## src/rtl/matrix3_sequencer_pkg.sv

```systemverilog
// Shared types and constants for the 3x3 colorspace pixel-stream sequencer.
`timescale 1ns/1ps
package matrix3_sequencer_pkg;

  typedef enum logic [1:0] {
    S_IDLE,
    S_FILL,
    S_STREAM
  } state_t;

  typedef logic [1:0] buf_sel_t;

  localparam int C_SYNC_STAGES = 2;

endpackage

```

## src/rtl/pixel_clock_edge_detector.sv

```systemverilog
// Synchronises the pixel clock, valid qualifier and pixel bus into the system
// clock domain and emits a one-cycle strobe per pixel-clock rising edge.
`timescale 1ns/1ps
module pixel_clock_edge_detector
  import matrix3_sequencer_pkg::*;
#(
  parameter int DATA_W = 24
) (
  input  logic              clk,
  input  logic              reset,
  input  logic              pixel_clk,
  input  logic              data_valid,
  input  logic [DATA_W-1:0] pixel,
  output logic              strobe,
  output logic              valid,
  output logic [DATA_W-1:0] data
);

  localparam int LAST = C_SYNC_STAGES - 1;

  logic [C_SYNC_STAGES-1:0] clk_sync_p0;
  logic [C_SYNC_STAGES-1:0] vld_sync_p0;
  logic [DATA_W-1:0]        pix_sync_p0 [C_SYNC_STAGES];
  logic                     clk_prev_p1;

  // Sync chains and edge history keep tracking through reset, so releasing
  // reset while the pixel clock is high cannot fabricate an edge.
  always_ff @(posedge clk) begin
    clk_sync_p0    <= {clk_sync_p0[C_SYNC_STAGES-2:0], pixel_clk};
    vld_sync_p0    <= {vld_sync_p0[C_SYNC_STAGES-2:0], data_valid};
    pix_sync_p0[0] <= pixel;
    for (int i = 1; i < C_SYNC_STAGES; i++) begin
      pix_sync_p0[i] <= pix_sync_p0[i-1];
    end
    clk_prev_p1 <= clk_sync_p0[LAST];
    valid       <= vld_sync_p0[LAST];
    data        <= pix_sync_p0[LAST];
  end

  // ---- stage p1: rising-edge strobe, aligned with valid/data ----
  always_ff @(posedge clk) begin
    if (reset) begin
      strobe <= 1'b0;
    end else begin
      strobe <= clk_sync_p0[LAST] & ~clk_prev_p1;
    end
  end

endmodule

```

## src/rtl/matrix3_stream_sequencer.sv

```systemverilog
// Pixel-stream front end / scheduler for the 3x3 colorspace datapath.
// Optional short-line detection and resync: define SEQUENCER_LINE_CHECK_EN.
`timescale 1ns/1ps
module matrix3_stream_sequencer
  import matrix3_sequencer_pkg::*;
#(
  parameter int  P_FRAME_COLUMNS = 640,
  parameter int  P_FRAME_ROWS    = 480,
  parameter int  P_PIXEL_DEPTH   = 24,
  localparam int COLB = $clog2(P_FRAME_COLUMNS),
  localparam int ROWB = $clog2(P_FRAME_ROWS)
) (
  input  logic                     clk,
  input  logic                     reset,
  input  logic                     enable,
  input  logic                     pixel_clk,
  input  logic                     data_valid,
  input  logic [P_PIXEL_DEPTH-1:0] pixel,
  output logic                     buf_wr_en,
  output buf_sel_t                 buf_wr_sel,
  output logic [COLB-1:0]          buf_addr,
  output logic [P_PIXEL_DEPTH-1:0] buf_data,
  output logic [COLB-1:0]          pixel_column,
  output logic [ROWB-1:0]          pixel_row,
  output logic                     pixel_matrix_ready,
  output logic                     frame_done
`ifdef SEQUENCER_LINE_CHECK_EN
  ,
  output logic                     line_error
`endif
);

  localparam logic [COLB-1:0] C_LAST_COL = COLB'(P_FRAME_COLUMNS - 1);
  localparam logic [ROWB-1:0] C_LAST_ROW = ROWB'(P_FRAME_ROWS - 1);

  function automatic buf_sel_t rotate_sel(input buf_sel_t s);
    return (s == 2'd2) ? 2'd0 : s + 2'd1;
  endfunction

  logic                     edge_p0;
  logic                     dv_p0;
  logic [P_PIXEL_DEPTH-1:0] pix_p0;

  pixel_clock_edge_detector #(
    .DATA_W (P_PIXEL_DEPTH)
  ) u_edge (
    .clk        (clk),
    .reset      (reset),
    .pixel_clk  (pixel_clk),
    .data_valid (data_valid),
    .pixel      (pixel),
    .strobe     (edge_p0),
    .valid      (dv_p0),
    .data       (pix_p0)
  );

  state_t          state;
  state_t          state_nxt;
  logic [COLB-1:0] column;
  logic [ROWB-1:0] row;
  buf_sel_t        sel;

  logic adv_pix;
  logic adv_gap;
  logic line_wrap;
  logic frame_end;
  logic win_ok;

  always_comb begin
    adv_pix = edge_p0 & enable & dv_p0;
`ifdef SEQUENCER_LINE_CHECK_EN
    adv_gap = edge_p0 & enable & ~dv_p0 & (column != '0);
`else
    adv_gap = 1'b0;
`endif
    line_wrap = (adv_pix & (column == C_LAST_COL)) | adv_gap;
    frame_end = line_wrap & (row == C_LAST_ROW);
    // Windows only exist once two full lines are buffered and two columns seen
    win_ok    = (state == S_STREAM) & (column >= COLB'(2));
  end

  always_comb begin
    state_nxt = state;
    if (adv_pix && state == S_IDLE) state_nxt = S_FILL;
    if (frame_end) begin
      state_nxt = S_IDLE;
    end else if (line_wrap && row == ROWB'(1)) begin
      state_nxt = S_STREAM;
    end
  end

  // ---- stage p0: counters and FSM, advanced on the edge strobe ----
  always_ff @(posedge clk) begin
    if (reset) begin
      state  <= S_IDLE;
      column <= '0;
      row    <= '0;
      sel    <= '0;
    end else begin
      state <= state_nxt;
      if (frame_end) begin
        column <= '0;
        row    <= '0;
        sel    <= '0;
      end else if (line_wrap) begin
        column <= '0;
        row    <= row + ROWB'(1);
        sel    <= rotate_sel(sel);
      end else if (adv_pix) begin
        column <= column + COLB'(1);
      end
    end
  end

  logic                     vld_p1;
  buf_sel_t                 sel_p1;
  logic [COLB-1:0]          addr_p1;
  logic [P_PIXEL_DEPTH-1:0] data_p1;
  logic                     win_p1;
  logic                     done_p1;
  logic [COLB-1:0]          win_col_p1;
  logic [ROWB-1:0]          win_row_p1;

  // ---- stage p1: line-buffer write ----
  always_ff @(posedge clk) begin
    if (reset) begin
      vld_p1  <= 1'b0;
      win_p1  <= 1'b0;
      done_p1 <= 1'b0;
      sel_p1  <= '0;
      addr_p1 <= '0;
      data_p1 <= '0;
    end else begin
      vld_p1  <= adv_pix;
      win_p1  <= adv_pix & win_ok;
      done_p1 <= adv_pix & frame_end;
      if (adv_pix) begin
        sel_p1  <= sel;
        addr_p1 <= column;
        data_p1 <= pix_p0;
      end
    end
  end

  always_ff @(posedge clk) begin
    if (adv_pix) begin
      win_col_p1 <= column - COLB'(1);
      win_row_p1 <= row - ROWB'(1);
    end
  end

  logic            ready_p2;
  logic            done_p2;
  logic [COLB-1:0] col_p2;
  logic [ROWB-1:0] row_p2;

  // ---- stage p2: window-ready and frame-done pulses ----
  always_ff @(posedge clk) begin
    if (reset) begin
      ready_p2 <= 1'b0;
      done_p2  <= 1'b0;
      col_p2   <= '0;
      row_p2   <= '0;
    end else begin
      ready_p2 <= win_p1;
      done_p2  <= done_p1;
      if (win_p1) begin
        col_p2 <= win_col_p1;
        row_p2 <= win_row_p1;
      end
    end
  end

`ifdef SEQUENCER_LINE_CHECK_EN
  logic lerr_p1;
  logic lerr_p2;

  always_ff @(posedge clk) begin
    if (reset) begin
      lerr_p1 <= 1'b0;
      lerr_p2 <= 1'b0;
    end else begin
      lerr_p1 <= adv_gap;
      lerr_p2 <= lerr_p1;
    end
  end

  assign line_error = lerr_p2;
`endif

  assign buf_wr_en          = vld_p1;
  assign buf_wr_sel         = sel_p1;
  assign buf_addr           = addr_p1;
  assign buf_data           = data_p1;
  assign pixel_column       = col_p2;
  assign pixel_row          = row_p2;
  assign pixel_matrix_ready = ready_p2;
  assign frame_done         = done_p2;

endmodule

```

## config.mk

```make
export PLATFORM = sky130hd
export DESIGN_NAME = matrix3_stream_sequencer
export DESIGN_NICKNAME = d
export VERILOG_FILES = /design/src/rtl/matrix3_sequencer_pkg.sv /design/src/rtl/pixel_clock_edge_detector.sv /design/src/rtl/matrix3_stream_sequencer.sv
export SDC_FILE = /design/constraint.sdc
export NUM_CORES = 1
export LEC_CHECK = 0
export ABC_AREA = 1
export CAP_MARGIN = 10
export CELL_PAD_IN_SITES_DETAIL_PLACEMENT = 1
export CELL_PAD_IN_SITES_GLOBAL_PLACEMENT = 2
export CORE_ASPECT_RATIO = 1.5
export CORE_MARGIN = 2
export CORE_UTILIZATION = 36
export CTS_CLUSTER_DIAMETER = 50
export CTS_CLUSTER_SIZE = 10
export DETAILED_ROUTE_END_ITERATION = 10
export MAX_ROUTING_LAYER = met4
export PLACE_DENSITY_LB_ADDON = 0.12
export SKIP_CTS_REPAIR_TIMING = 1
export SYNTH_ARGS = -nofsm -noshare
export SYNTH_HDL_FRONTEND = slang
export SYNTH_SLANG_ARGS = --single-unit
```

## constraint.sdc

```tcl
create_clock -name clk -period 3.38 [get_ports clk]
set_input_delay 0.845 -clock clk [delete_from_list [all_inputs] [get_ports clk]]
set_output_delay 0.845 -clock clk [all_outputs]
set_load 0.05 [all_outputs]
```

==> Implementation_results.wiki, run 1 <==
{| class="wikitable"
! Metric !! Value
|-
| Status || finished, final reports clean
|-
| DRC violation count after routing || 0
|-
| Cell types occupying the most area after synthesis || sky130_fd_sc_hd__dfxtp_1 56%, sky130_fd_sc_hd__edfxtp_1 9.8%, sky130_fd_sc_hd__nand2_1 7.7%
|-
| Worst reg2reg setup slack || between 1000 and 1500 ps
|-
| Largest voltage drop on the vdd net || slightly below 0.0004 V
|-
| Initial DRT Pass Iterations || 4
|-
| Relative slew slack || 55.80%
|-
| Psw || 989.3 uW
|-
| Post-synth top area cell || sky130_fd_sc_hd__dfxtp_1
|-
| Final #Nets || roughly 720
|-
| Vias in the first global route || 4426
|-
| Max Freq || ~410 MHz
|-
| CP peak stage delay || between 800 and 900 ps
|-
| Primary flip-flop cell chosen by synthesis mapping || sky130_fd_sc_hd__dfxtp_1
|-
| Cell family with most CP delay || buffers and inverters
|-
| Core area || 15770 um^2
|-
| TritonCTS clock tree || done
|-
| Y dimension of the die || approximately 160 um
|-
| Ports || between 80 and 90
|-
| Internal power summed over all cells || approximately 3200 uW
|-
| Maximum number of pins on one net before global-route repair || 64
|-
| Final worst path period share || 72.60%
|-
| Post-Route Hold Slack || between 300 and 400 ps
|-
| Number of port buffers || 86
|-
| Ant diodes || 0
|-
| Library cell with the highest instance count after synthesis || sky130_fd_sc_hd__dfxtp_1
|-
| Routed Antenna Nets || 0
|-
| Pwr dens || between 500 and 600 nW/um^2
|-
| Horizontal die dimension || 107.8 um
|-
| Initial Util || 36.93%
|-
| Net count after synthesis || between 600 and 700
|-
| Detail Placement HPWL || 8667 um
|-
| Total Routed Length || around 13000 um
|-
| Register bit total from synthesis || about 180
|-
| Leak || about 0.0027 uW
|-
| Number of buffers created by CTS || 17
|-
| Final hold violation count || 0
|-
| Crit-path max FO || 2
|-
| Sequential share of the synthesized area || 65.51%
|-
| Share of Yosys cell area claimed by the top area cell type || 55.71%
|-
| Fill count || around 1800
|-
| Post-Place Setup Slack || about 750 ps
|-
| Core occupancy in the finished layout || around 47%
|-
| Number of max-capacitance violations reported || 0
|-
| Actual slew at the worst max-slew pin || around 660 ps
|-
| Fin worst setup slack || 926.1 ps
|-
| Crit path buf inv count || 1
|-
| TritonCTS sink count || about 180
|-
| Overflow left after global routing || 0
|-
| Register Area || 3814 um^2
|-
| Classification of the worst-slack hold path || register to register
|-
| Layout cells sized above 1 || around 9.2%
|-
| Clock Tree Buf Depth || 2
|-
| Number of instances in the synthesized netlist || roughly 600
|-
| Number of vias per cell || about 4.6
|-
| Routed wirelength normalized by instance count || around 14 um
|-
| Number of antenna violations at the first check in global routing || 0
|-
| H-tree levels || 4
|-
| Top cell types by occurrence after synthesis || 162 x sky130_fd_sc_hd__dfxtp_1, 119 x sky130_fd_sc_hd__nand2_1, 78 x sky130_fd_sc_hd__nor2_1
|-
| Clock transition time at the flip-flop clock pins of the worst setup and hold paths || 70 ps
|-
| Multi-input logic area || approximately 1800 um^2
|-
| Clk network pwr share || about 45%
|-
| Global-route usage over all layers || between 10% and 20%
|-
| Row Count || between 50 and 60
|-
| Yosys warning total || 0
|-
| Crit path max-delay cell type || sky130_fd_sc_hd__clkdlybuf4s50_1
|-
| Global-route wire length before repair || 21530 um
|-
| Worst-case clock skew || 9.782 ps
|-
| Placer congestion estimate || ~0.83
|-
| Required time of the critical path || between 2000 and 3000 ps
|-
| Startpoint types || register
|-
| Root cell of the clock tree || sky130_fd_sc_hd__clkbuf_16
|-
| Post-synthesis instance area || slightly below 6000 um^2
|-
| Net switching share of the total power || around a quarter
|-
| TNS Setup || 0 ps
|-
| Die footprint || between 15000 and 20000 um^2
|-
| Growth of design area from synthesis to finish || 27.29%
|-
| Number of distinct library cells after synthesis || 33
|-
| Final period demand of the worst path || approximately 2500 ps
|-
| Number of vias in the routed layout || around 4200
|-
| Share of synthesized registers carrying an async set or reset || 0%
|-
| CP arrival || roughly 1600 ps
|-
| Synthesized area per cell || ~9.7 um^2
|-
| Skew-Pair Late Insertion Delay || about 420 ps
|-
| Relative contribution of sequential cells to total power || between 50% and 60%
|-
| Unrepaired setup endpoints after global routing || no
|-
| Number of max-slew violations in the final report || 0
|-
| Comb pwr share || ~2.4%
|-
| Critical path, cell by cell || clkdlybuf4s50_1
|-
| Number of DRC markers after the initial detailed-route iteration || ~140
|-
| Critical path capture point type || primary output
|-
| Setup-violating endpoint count in the final report || 0
|-
| Overall Power || between 4000 and 5000 uW
|-
| Startpoint-to-endpoint class of the critical path || register to primary output
|-
| Number of enable flip-flop cells after synthesis || 19
|}
per-layer routing:
layer  up-vias  GRT usage (%)  wire length [um]
li1       2092              -                 -
met1      1992          18.12              5373
met2        78          27.99              6685
met3        20          3.959               464
met4         0          6.235               305
met5         -              -                 0
kinds of logic (layout without fill, tap and decap cells):
group	Yosys count	in the layout	synth area share (%)
AND/OR/NAND/NOR	263	263	19.79
flip-flops	181	181	65.51
AO/OA/AOI/OAI	74	74	6.662
buffers and inverters	63	159	4.492
XOR/XNOR	15	15	2.257
adder cells (fa/ha/maj)	6	6	1.289
layout make-up:
cell class,count,share of cell area [%]
repair buffers,90,12.02
multi-input cells,358,23.64
flip-flops and latches,181,51.46
inverters,38,1.925
clock inverters,14,1.790
well taps,203,3.427
clock buffers,17,5.740
final timing paths:
| check | from | depth (start not counted) | endpoint |
|---|---|---|---|
| worst min register to register | u_edge.pix_sync_p0[0][8] | 0 | u_edge.pix_sync_p0[1][8] |
| worst min-delay path | u_edge.pix_sync_p0[0][8] | 0 | u_edge.pix_sync_p0[1][8] |
| worst max-delay path | buf_addr[6] | 1 | buf_addr[6] |
| worst max register to register | column[1] | 6 | row[2] |
stage by stage:
step,cell area [um^2],std cells
6_report,7411,901
5_1_grt,7411,901
4_1_cts,7411,901
3_5_place_dp,6853,870
3_3_place_gp,6853,870
2_1_floorplan,5822,602
cell usage in the layout, fill, tap and decap left out, types with 15 or more instances in the layout:
cell / n
sky130_fd_sc_hd__clkdlybuf4s50_1: 86
sky130_fd_sc_hd__inv_1: 31
sky130_fd_sc_hd__o21ai_0: 28
sky130_fd_sc_hd__clkbuf_16: 17
sky130_fd_sc_hd__nand2_1: 119
sky130_fd_sc_hd__nor2_1: 78
sky130_fd_sc_hd__a21oi_1: 42
sky130_fd_sc_hd__xor2_1: 15
sky130_fd_sc_hd__edfxtp_1: 19
sky130_fd_sc_hd__nand3_1: 22
sky130_fd_sc_hd__dfxtp_1: 162
sequential cells by signal (all words and copies together), names as in the netlist, 9 cells and up:
name / count
pixel_row: 9
u_edge.data: 24
row: 9
win_row_p1: 9
win_col_p1: 10
buf_addr: 10
pixel_column: 10
column: 10
buf_data: 24
u_edge.pix_sync_p0: 48
power by group through the flow:
stage,registers [uW],clock network [uW],logic (uW)
after floorplan,2300,0,31.0
after global placement,2280,0,100
after detailed placement,2290,0,102
after CTS,2240,1940,103
after global routing,2240,2030,110
final,2240,1890,101
(Power assumes the default switching activity.)
==> run 2, diff against run 1 <==
Settings changed: CORE_UTILIZATION 36 to 33.
Clock period 3.38 ns to 2.3 ns, I/O delays scaled along.
==> run 2 against run 1 <==
  * Worst hold slack improved by 0.65 ps
  * Setup slack got worse by 840 ps
  * Register-to-register slack got worse by 860 ps
  * Count of clock-buffer cells in the layout increased by 1
  * Clock power increased by 52%
  * Sequential share of layout area decreased by 1.0 points
  * Flip-flop and latch count unchanged
  * Via count is 0.60% higher
  * Die area increased by 8.8%
  * Power rose by 50%
  * Critical path type unchanged
==> Implementation_results.wiki, run 2 (synthesis results as in run 1) <==
{| class="wikitable"
! Metric !! Value
|-
| Ant diodes || 0
|-
| Global-route wire length before repair || approximately 21000 um
|-
| DRC violation count after routing || 0
|-
| Global-route usage over all layers || ~15%
|-
| Initial DRT Pass Iterations || 4
|-
| CP arrival || 1630 ps
|-
| Max Freq || 452.5 MHz
|-
| Internal power summed over all cells || ~4800 uW
|-
| Clock transition time at the flip-flop clock pins of the worst setup and hold paths || 80 ps
|-
| Commonest non-fill, non-tap cell in the layout || sky130_fd_sc_hd__dfxtp_1
|-
| Placer congestion estimate || approximately 0.77
|-
| Maximum number of pins on one net before global-route repair || 66
|-
| Crit-path max FO || 2
|-
| Relative slew slack || 59.62%
|-
| Final hold violation count || 0
|-
| Fill count || ~2000
|-
| Pwr dens || around 840 nW/um^2
|-
| Final #Nets || ~730
|-
| Critical path capture point type || primary output
|-
| Layout cells sized above 1 || between 10% and 20%
|-
| Psw || between 1500 and 2000 uW
|-
| Horizontal die dimension || about 110 um
|-
| Worst-case clock skew || ~14 ps
|-
| Setup-violating endpoint count in the final report || 0
|-
| Number of vias per cell || 4.573
|-
| Number of port buffers || 86
|-
| Cell family with most CP delay || buffers and inverters
|-
| Critical path, cell by cell || clkdlybuf4s50_1
|-
| CP peak stage delay || approximately 830 ps
|-
| Detail Placement HPWL || a little under 9000 um
|-
| Skew-Pair Late Insertion Delay || 430 ps
|-
| Routed Antenna Nets || 0
|-
| Initial Util || 33.56%
|-
| Post-Route Hold Slack || 326.0 ps
|-
| Vias in the first global route || about 4400
|-
| Number of max-slew violations in the final report || 0
|-
| Crit path buf inv count || 1
|-
| Ports || 87
|-
| H-tree levels || 4
|-
| Die footprint || ~19000 um^2
|-
| TritonCTS sink count || between 150 and 200
|-
| Core area || 17350 um^2
|-
| Clk network pwr share || between 40 and 50%
|-
| TritonCTS clock tree || done
|-
| Final period demand of the worst path || ~2200 ps
|-
| Relative contribution of sequential cells to total power || 52.0%
|-
| Net switching share of the total power || 23.82%
|-
| Largest voltage drop on the vdd net || ~0.00054 V
|-
| Clock Tree Buf Depth || 2
|-
| Number of max-capacitance violations reported || 0
|-
| Root cell of the clock tree || sky130_fd_sc_hd__clkbuf_16
|-
| Routed wirelength normalized by instance count || approximately 14 um
|-
| Leak || roughly 0.0028 uW
|-
| Total Routed Length || between 10000 and 15000 um
|-
| Row Count || 59
|-
| Register Area || around 3800 um^2
|-
| Comb pwr share || ~2.4%
|-
| Actual slew at the worst max-slew pin || just over 600 ps
|-
| Classification of the worst-slack hold path || register to register
|-
| Growth of design area from synthesis to finish || 29.85%
|-
| Required time of the critical path || 1730 ps
|-
| Number of antenna violations at the first check in global routing || 0
|-
| Number of DRC markers after the initial detailed-route iteration || between 90 and 100
|-
| Final worst path period share || a little over nine tenths
|-
| Most frequent cells in the layout || 162 x sky130_fd_sc_hd__dfxtp_1, 119 x sky130_fd_sc_hd__nand2_1, 86 x sky130_fd_sc_hd__clkdlybuf4s50_1
|-
| Startpoint types || register
|-
| Most flop-heavy register || u_edge.pix_sync_p0
|-
| Max reg flops || 48
|-
| Number of buffers created by CTS || 17
|-
| Multi-input logic area || 1752 um^2
|-
| Number of vias in the routed layout || 4207
|-
| TNS Setup || 0 ps
|-
| Startpoint-to-endpoint class of the critical path || register to primary output
|-
| Crit path max-delay cell type || sky130_fd_sc_hd__clkdlybuf4s50_1
|-
| Unrepaired setup endpoints after global routing || no
|-
| Status || finished, final reports clean
|-
| Overflow left after global routing || 0
|-
| Y dimension of the die || ~170 um
|}
run 2: cell types whose count changed in the layout (fill, tap and decap cells not counted), sizes merged:
cell,before,now
clkinv,5,9
inv,44,43
clkinvlp,3,0
buf,4,12
clkbuf,17,18
run 2: final timing paths:
check	startpoint	end	slack [ps]	cells past startpoint
worst max-delay path	buf_data[15]	buf_data[15]	90	1
worst min register to register	u_edge.pix_sync_p0[0][7]	u_edge.pix_sync_p0[1][7]	330	0
worst max register to register	column[1]	column[9]	430	6
worst min-delay path	u_edge.pix_sync_p0[0][7]	u_edge.pix_sync_p0[1][7]	330	0
run 2: cell type report:
class / count / area share [%]
Clock buffer: 18 / 5.677
Inverter: 38 / 1.887
Clock inverter: 14 / 2.383
Multi-Input combinational cell: 358 / 23.17
Sequential cell: 181 / 50.45
Timing Repair Buffer: 98 / 12.91
Tap cell: 213 / 3.525
run 2: power by group through the flow:
| stage | Sequential [uW] | Combinational, uW | Clock, uW |
|---|---|---|---|
| after floorplan | 3380 | 45.6 | 0 |
| after global placement | 3360 | 155 | 0 |
| after detailed placement | 3360 | 158 | 0 |
| after CTS | 3290 | 159 | 2990 |
| after global routing | 3290 | 168 | 3100 |
| final | 3290 | 155 | 2880 |
run 2: through the flow:
step	worst slack [ps]	total power [uW]	instance area (um^2)	util, %	cells
floorplan	647.5	3424	5822	-	602
global placement	168.6	3511	6950	40.06	888
detailed placement	123.6	3519	6950	40.06	888
CTS	58.64	6432	7560	43.58	920
global route	37.49	6566	7560	43.58	920
finish	90.05	6323	7560	43.58	920
run 2: layer usage:
layer	part of all wire, %	GRT usage [%]	routed length, um	vias up
met5	0	-	0	-
met4	1.8	5.620	227	0
met3	4.4	4.512	569	20
met2	52	25.67	6652	79
met1	42	15.28	5343	1994
li1	-	-	-	2114
==> run 3, diff against run 2 <==
Settings changed: CORE_MARGIN 2 to 5, SETUP_SLACK_MARGIN set to 0.2.
==> run 3 against run 2 <==
  * Via count decreased by 1.1%
  * Flip-flop and latch count unchanged
  * Largest power group unchanged
  * Count of clock-buffer cells in the layout unchanged
  * Critical endpoint is now column[4]
  * Non-clock buffer count increased by 2
  * Critical path type is now register to register
  * Combinational power about the same
==> Implementation_results.wiki, run 3 (synthesis results as in run 1) <==
{| class="wikitable"
! Metric !! Value
|-
| Actual slew at the worst max-slew pin || between 500 and 600 ps
|-
| Number of DRC markers after the initial detailed-route iteration || 128
|-
| Final hold violation count || 0
|-
| Clock Tree Buf Depth || 2
|-
| Max Freq || between 500 and 600 MHz
|-
| Routed wirelength normalized by instance count || roughly 14 um
|-
| TritonCTS clock tree || done
|-
| TritonCTS sink count || roughly 180
|-
| Initial DRT Pass Iterations || 4
|-
| Number of vias per cell || 4.513
|-
| Final period demand of the worst path || roughly 1800 ps
|-
| Overflow left after global routing || 0
|-
| Post-Layout Inst Area || between 7000 and 8000 um^2
|-
| DRC violation count after routing || 0
|-
| Number of buffers created by CTS || 17
|-
| Crit-path max FO || 10
|-
| Growth of design area from synthesis to finish || 32.69%
|-
| Most flop-heavy register || u_edge.pix_sync_p0
|-
| Die footprint || just over 20000 um^2
|-
| Relative slew slack || between 60 and 70%
|-
| TNS Setup || 0 ps
|-
| Final worst path period share || between 70% and 80%
|-
| Max reg flops || 48
|-
| Unrepaired setup endpoints after global routing || no
|-
| Skew-Pair Late Insertion Delay || 430 ps
|-
| Number of max-slew violations in the final report || 0
|-
| Total Routed Length || between 10000 and 15000 um
|-
| Initial Util || around a third
|-
| Core occupancy in the finished layout || between 40% and 50%
|-
| Instance area after placement || 6965 um^2
|-
| Core area || around 17000 um^2
|-
| Most frequent cells in the layout || 162 x sky130_fd_sc_hd__dfxtp_1, 119 x sky130_fd_sc_hd__nand2_1, 78 x sky130_fd_sc_hd__nor2_1
|-
| Number of max-capacitance violations reported || 0
|-
| Commonest non-fill, non-tap cell in the layout || sky130_fd_sc_hd__dfxtp_1
|-
| H-tree levels || 4
|-
| Ant diodes || 0
|-
| Ports || just under 90
|-
| Layout cells sized above 1 || 10.58%
|-
| Critical path capture point type || register
|-
| Horizontal die dimension || approximately 120 um
|-
| Number of port buffers || 86
|-
| Routed Antenna Nets || 0
|-
| Required time of the critical path || roughly 2600 ps
|-
| Largest voltage drop on the vdd net || 0.0004972 V
|-
| Status || finished, final reports clean
|-
| Number of vias in the routed layout || 4161
|-
| Leak || a little under 0.004 uW
|-
| Startpoint types || register
|-
| Clock transition time at the flip-flop clock pins of the worst setup and hold paths || 70 ps
|-
| Vias in the first global route || between 4000 and 5000
|-
| Worst-case clock skew || 12.14 ps
|-
| Y dimension of the die || 172.7 um
|-
| Fin worst setup slack || between 400 and 500 ps
|-
| Post-Route Hold Slack || 328.7 ps
|-
| Global-route usage over all layers || between 10 and 15%
|-
| CP arrival || 2140 ps
|-
| Crit path max-delay cell type || sky130_fd_sc_hd__dfxtp_1
|-
| Final #Nets || 731
|-
| Root cell of the clock tree || sky130_fd_sc_hd__clkbuf_16
|-
| Placer congestion estimate || ~0.80
|-
| Detail Placement HPWL || 9267 um
|-
| CP peak stage delay || ~500 ps
|-
| Number of antenna violations at the first check in global routing || 0
|-
| Maximum number of pins on one net before global-route repair || 47
|-
| Startpoint-to-endpoint class of the critical path || register to register
|-
| Classification of the worst-slack hold path || register to register
|-
| Setup-violating endpoint count in the final report || 0
|-
| Critical path, cell by cell || ha_1, nand3_1, nor2_2, nand3_2, nand2_2, nor3_1
|-
| Pwr dens || between 800 and 900 nW/um^2
|-
| Row Count || 59
|-
| Global-route wire length before repair || 21940 um
|-
| Post-Place Setup Slack || about 140 ps
|}
==> run 3: cell types whose count changed in the layout (fill, tap and decap cells not counted), sizes merged <==
cell	previous run	this run
dlymetal6s2s	0	58
buf	12	14
clkdlybuf4s50	86	28
==> run 3: worst paths after layout <==
check	from	endpoint	slack, ps	cells past startpoint
hold reg to reg	u_edge.pix_sync_p0[0][11]	u_edge.pix_sync_p0[1][11]	330	0
setup / recovery	column[1]	column[4]	470	6
setup reg to reg	column[1]	column[4]	470	6
hold / removal	u_edge.pix_sync_p0[0][11]	u_edge.pix_sync_p0[1][11]	330	0
==> run 3: stage by stage <==
step	cells	power [uW]
2_1_floorplan	602	3424
3_3_place_gp	890	3512
3_5_place_dp	890	3519
4_1_cts	922	6439
5_1_grt	922	6603
6_report	922	6333
==> run 3: metal layers <==
metal / up-vias / track usage, % / part of all wire, %
li1: 2120 / - / -
met1: 1954 / 15.11 / 43
met2: 74 / 22.98 / 51
met3: 13 / 3.497 / 4.0
met4: 0 / 5.390 / 1.6
met5: - / - / 0
==> run 3: critical path: cells and delay by family, from the launching register on <==
kind	cells	cell delay, ps
AND/OR/NAND/NOR	5	900
flip-flops	1	500
adder cells (fa/ha/maj)	1	320
==> run 3: layout make-up <==
cell class,instances,area [um^2]
fillers,1929,9623
flip-flops and latches,181,3814
multi-input cells,358,1752
repair buffers,100,1136
clock buffers,18,439.2
well taps,213,266.5
clock inverters,14,175.2
inverters,38,142.6
==> run 3: power by group <==
part	internal [uW]	switching (uW)	total [uW]
Clock	1510	1390	2890
Combinational	72.6	81.8	154
Sequential	3260	22.1	3290
==> RTL change: new RTL, flow settings as in run 2 <==
Encoding of `state_t`: now one-hot (3 bits for 3 states).
--- a/src/rtl/matrix3_sequencer_pkg.sv
+++ b/src/rtl/matrix3_sequencer_pkg.sv
@@ -2,10 +2,10 @@
 `timescale 1ns/1ps
 package matrix3_sequencer_pkg;
 
-  typedef enum logic [1:0] {
-    S_IDLE,
-    S_FILL,
-    S_STREAM
+  typedef enum logic [2:0] {
+    S_IDLE   = 3'b001,
+    S_FILL   = 3'b010,
+    S_STREAM = 3'b100
   } state_t;
 
   typedef logic [1:0] buf_sel_t;
Check against the original RTL: same outputs for any inputs over 10 cycles, from zero or initial values and one cycle with reset high; not proved beyond that.
==> RTL change against run 2 <==
- the run now ends with design-rule violations left
- global-route usage is 0.30 points higher
- setup slack better by 0.015 ns
- first-iteration DRC count is 34% higher
- sequential cell count is 1 higher
- wire length is 0.88% higher
- register-to-register slack better by 0.06 ns
- non-clock buffer count is 2 higher
- worst hold slack better by 0.0026 ns
- synthesized area is 0.90% higher
- die area is 0.87% higher
- power is 0.58% higher
- synthesized cell count is 2.3% higher
- design area is 0.40% higher
- critical path type unchanged
- highest routed layer unchanged
==> RTL change: results (changes against run 2) <==
Critical path
  – Worst path top cell family by delay: buffers and inverters (unchanged)

Cells and area
  – Final nets: 746 (was 729)
  – Layout cell share with drive strength beyond 1: 8.149% (was 10.18%)
  – Biggest register: u_edge.pix_sync_p0 (unchanged)

Status
  – Failing checks: design-rule violations
  – Status: finished, violations left (was finished clean)

Synthesis
  – Unique masters post-synth: 29 (was 33)
  – XOR/XNOR Fraction of Synth Area: 2.386% (was 2.257%)
  – Top cells by instance count after synthesis: dfxtp_1, nand2_1, nor2_1 (unchanged)
  – Sequential fraction of the synthesis area: 65.26% (was 65.51%)
  – Cells after Synth: 616 (was 602)
  – Mapped Nets: 651 (was 637)
  – Synth Area in Adders: 1.278% (was 1.289%)
  – Synth area leaders: dfxtp_1, edfxtp_1, nand2_1 (unchanged)
  – Compound-Gate Fraction of Synth Area: 6.581% (was 6.662%)

Power and ir drop
  – Leak Pwr: 2.858 nW (was 2.796 nW)
  – Worst IR Drop VDD: 721.5 uV (was 539.7 uV)

Place
  – DP Cell Count: 905 (was 888)
  – Global placer's final weighted congestion: 0.7902 (was 0.7718)
  – DP Area: 6985 um2 (was 6950 um2)

Route
  – Drt first pass iters: 7 (was 4)
  – DR vias: 4247 (was 4207)
  – Drt drc: 7 (was 0)
  – DR WL/cell: 13.77 um (was 13.90 um)

GRT
  – Vias in the first global route: 4425 (was 4369)
  – First-pass GRT wire length: 21690 um (was 21110 um)

STA
  – Slew @ Worst Pin: 0.5809 ns (was 0.6050 ns)
  – Clock skew: 0.006558 ns (was 0.01426 ns)
-- RTL change: through the flow --
stage	util, %	setup WS (ns)
floorplan	-	0.7294
global placement	40.10	0.1888
detailed placement	40.10	0.1040
CTS	43.57	0.08539
global route	43.57	0.05490
finish	43.57	0.1052
-- RTL change: layout make-up --
type	instances	area [um2]	area share (%)
sequential	182	3834	50.51
multi-input combinational	367	1758	23.16
timing repair buffer	100	965.9	12.73
clock buffer	18	429.2	5.654
tap	213	266.5	3.511
clock inverter	14	175.2	2.308
inverter	43	161.4	2.127
-- RTL change: final timing paths --
path,start,to,slack (ns)
worst max register to register,row[0],sel[0],0.49
worst max-delay path,buf_data[17],buf_data[17],0.11
worst min-delay path,u_edge.pix_sync_p0[0][19],u_edge.pix_sync_p0[1][19],0.33
worst min register to register,u_edge.pix_sync_p0[0][19],u_edge.pix_sync_p0[1][19],0.33
-- RTL change: power by group --
group          switching, mW  internal, mW
sequential            0.0231          3.28
clock                   1.41          1.48
combinational         0.0861        0.0721
-- RTL change: metal layers --
| metal | share of wire, % | global-route usage (%) |
|---|---|---|
| met1 | 43 | 16.71 |
| met2 | 51 | 25.62 |
| met3 | 4.5 | 4.017 |
| met4 | 1.6 | 5.249 |
| met5 | 0 | - |
-- RTL change: kinds of logic after synthesis --
| kind of cell | Yosys count |
|---|---|
| AO/OA/AOI/OAI | 74 |
| XOR/XNOR | 16 |
| adder cells (fa/ha/maj) | 6 |
| buffers and inverters | 67 |
| flip-flops | 182 |
| AND/OR/NAND/NOR | 271 |
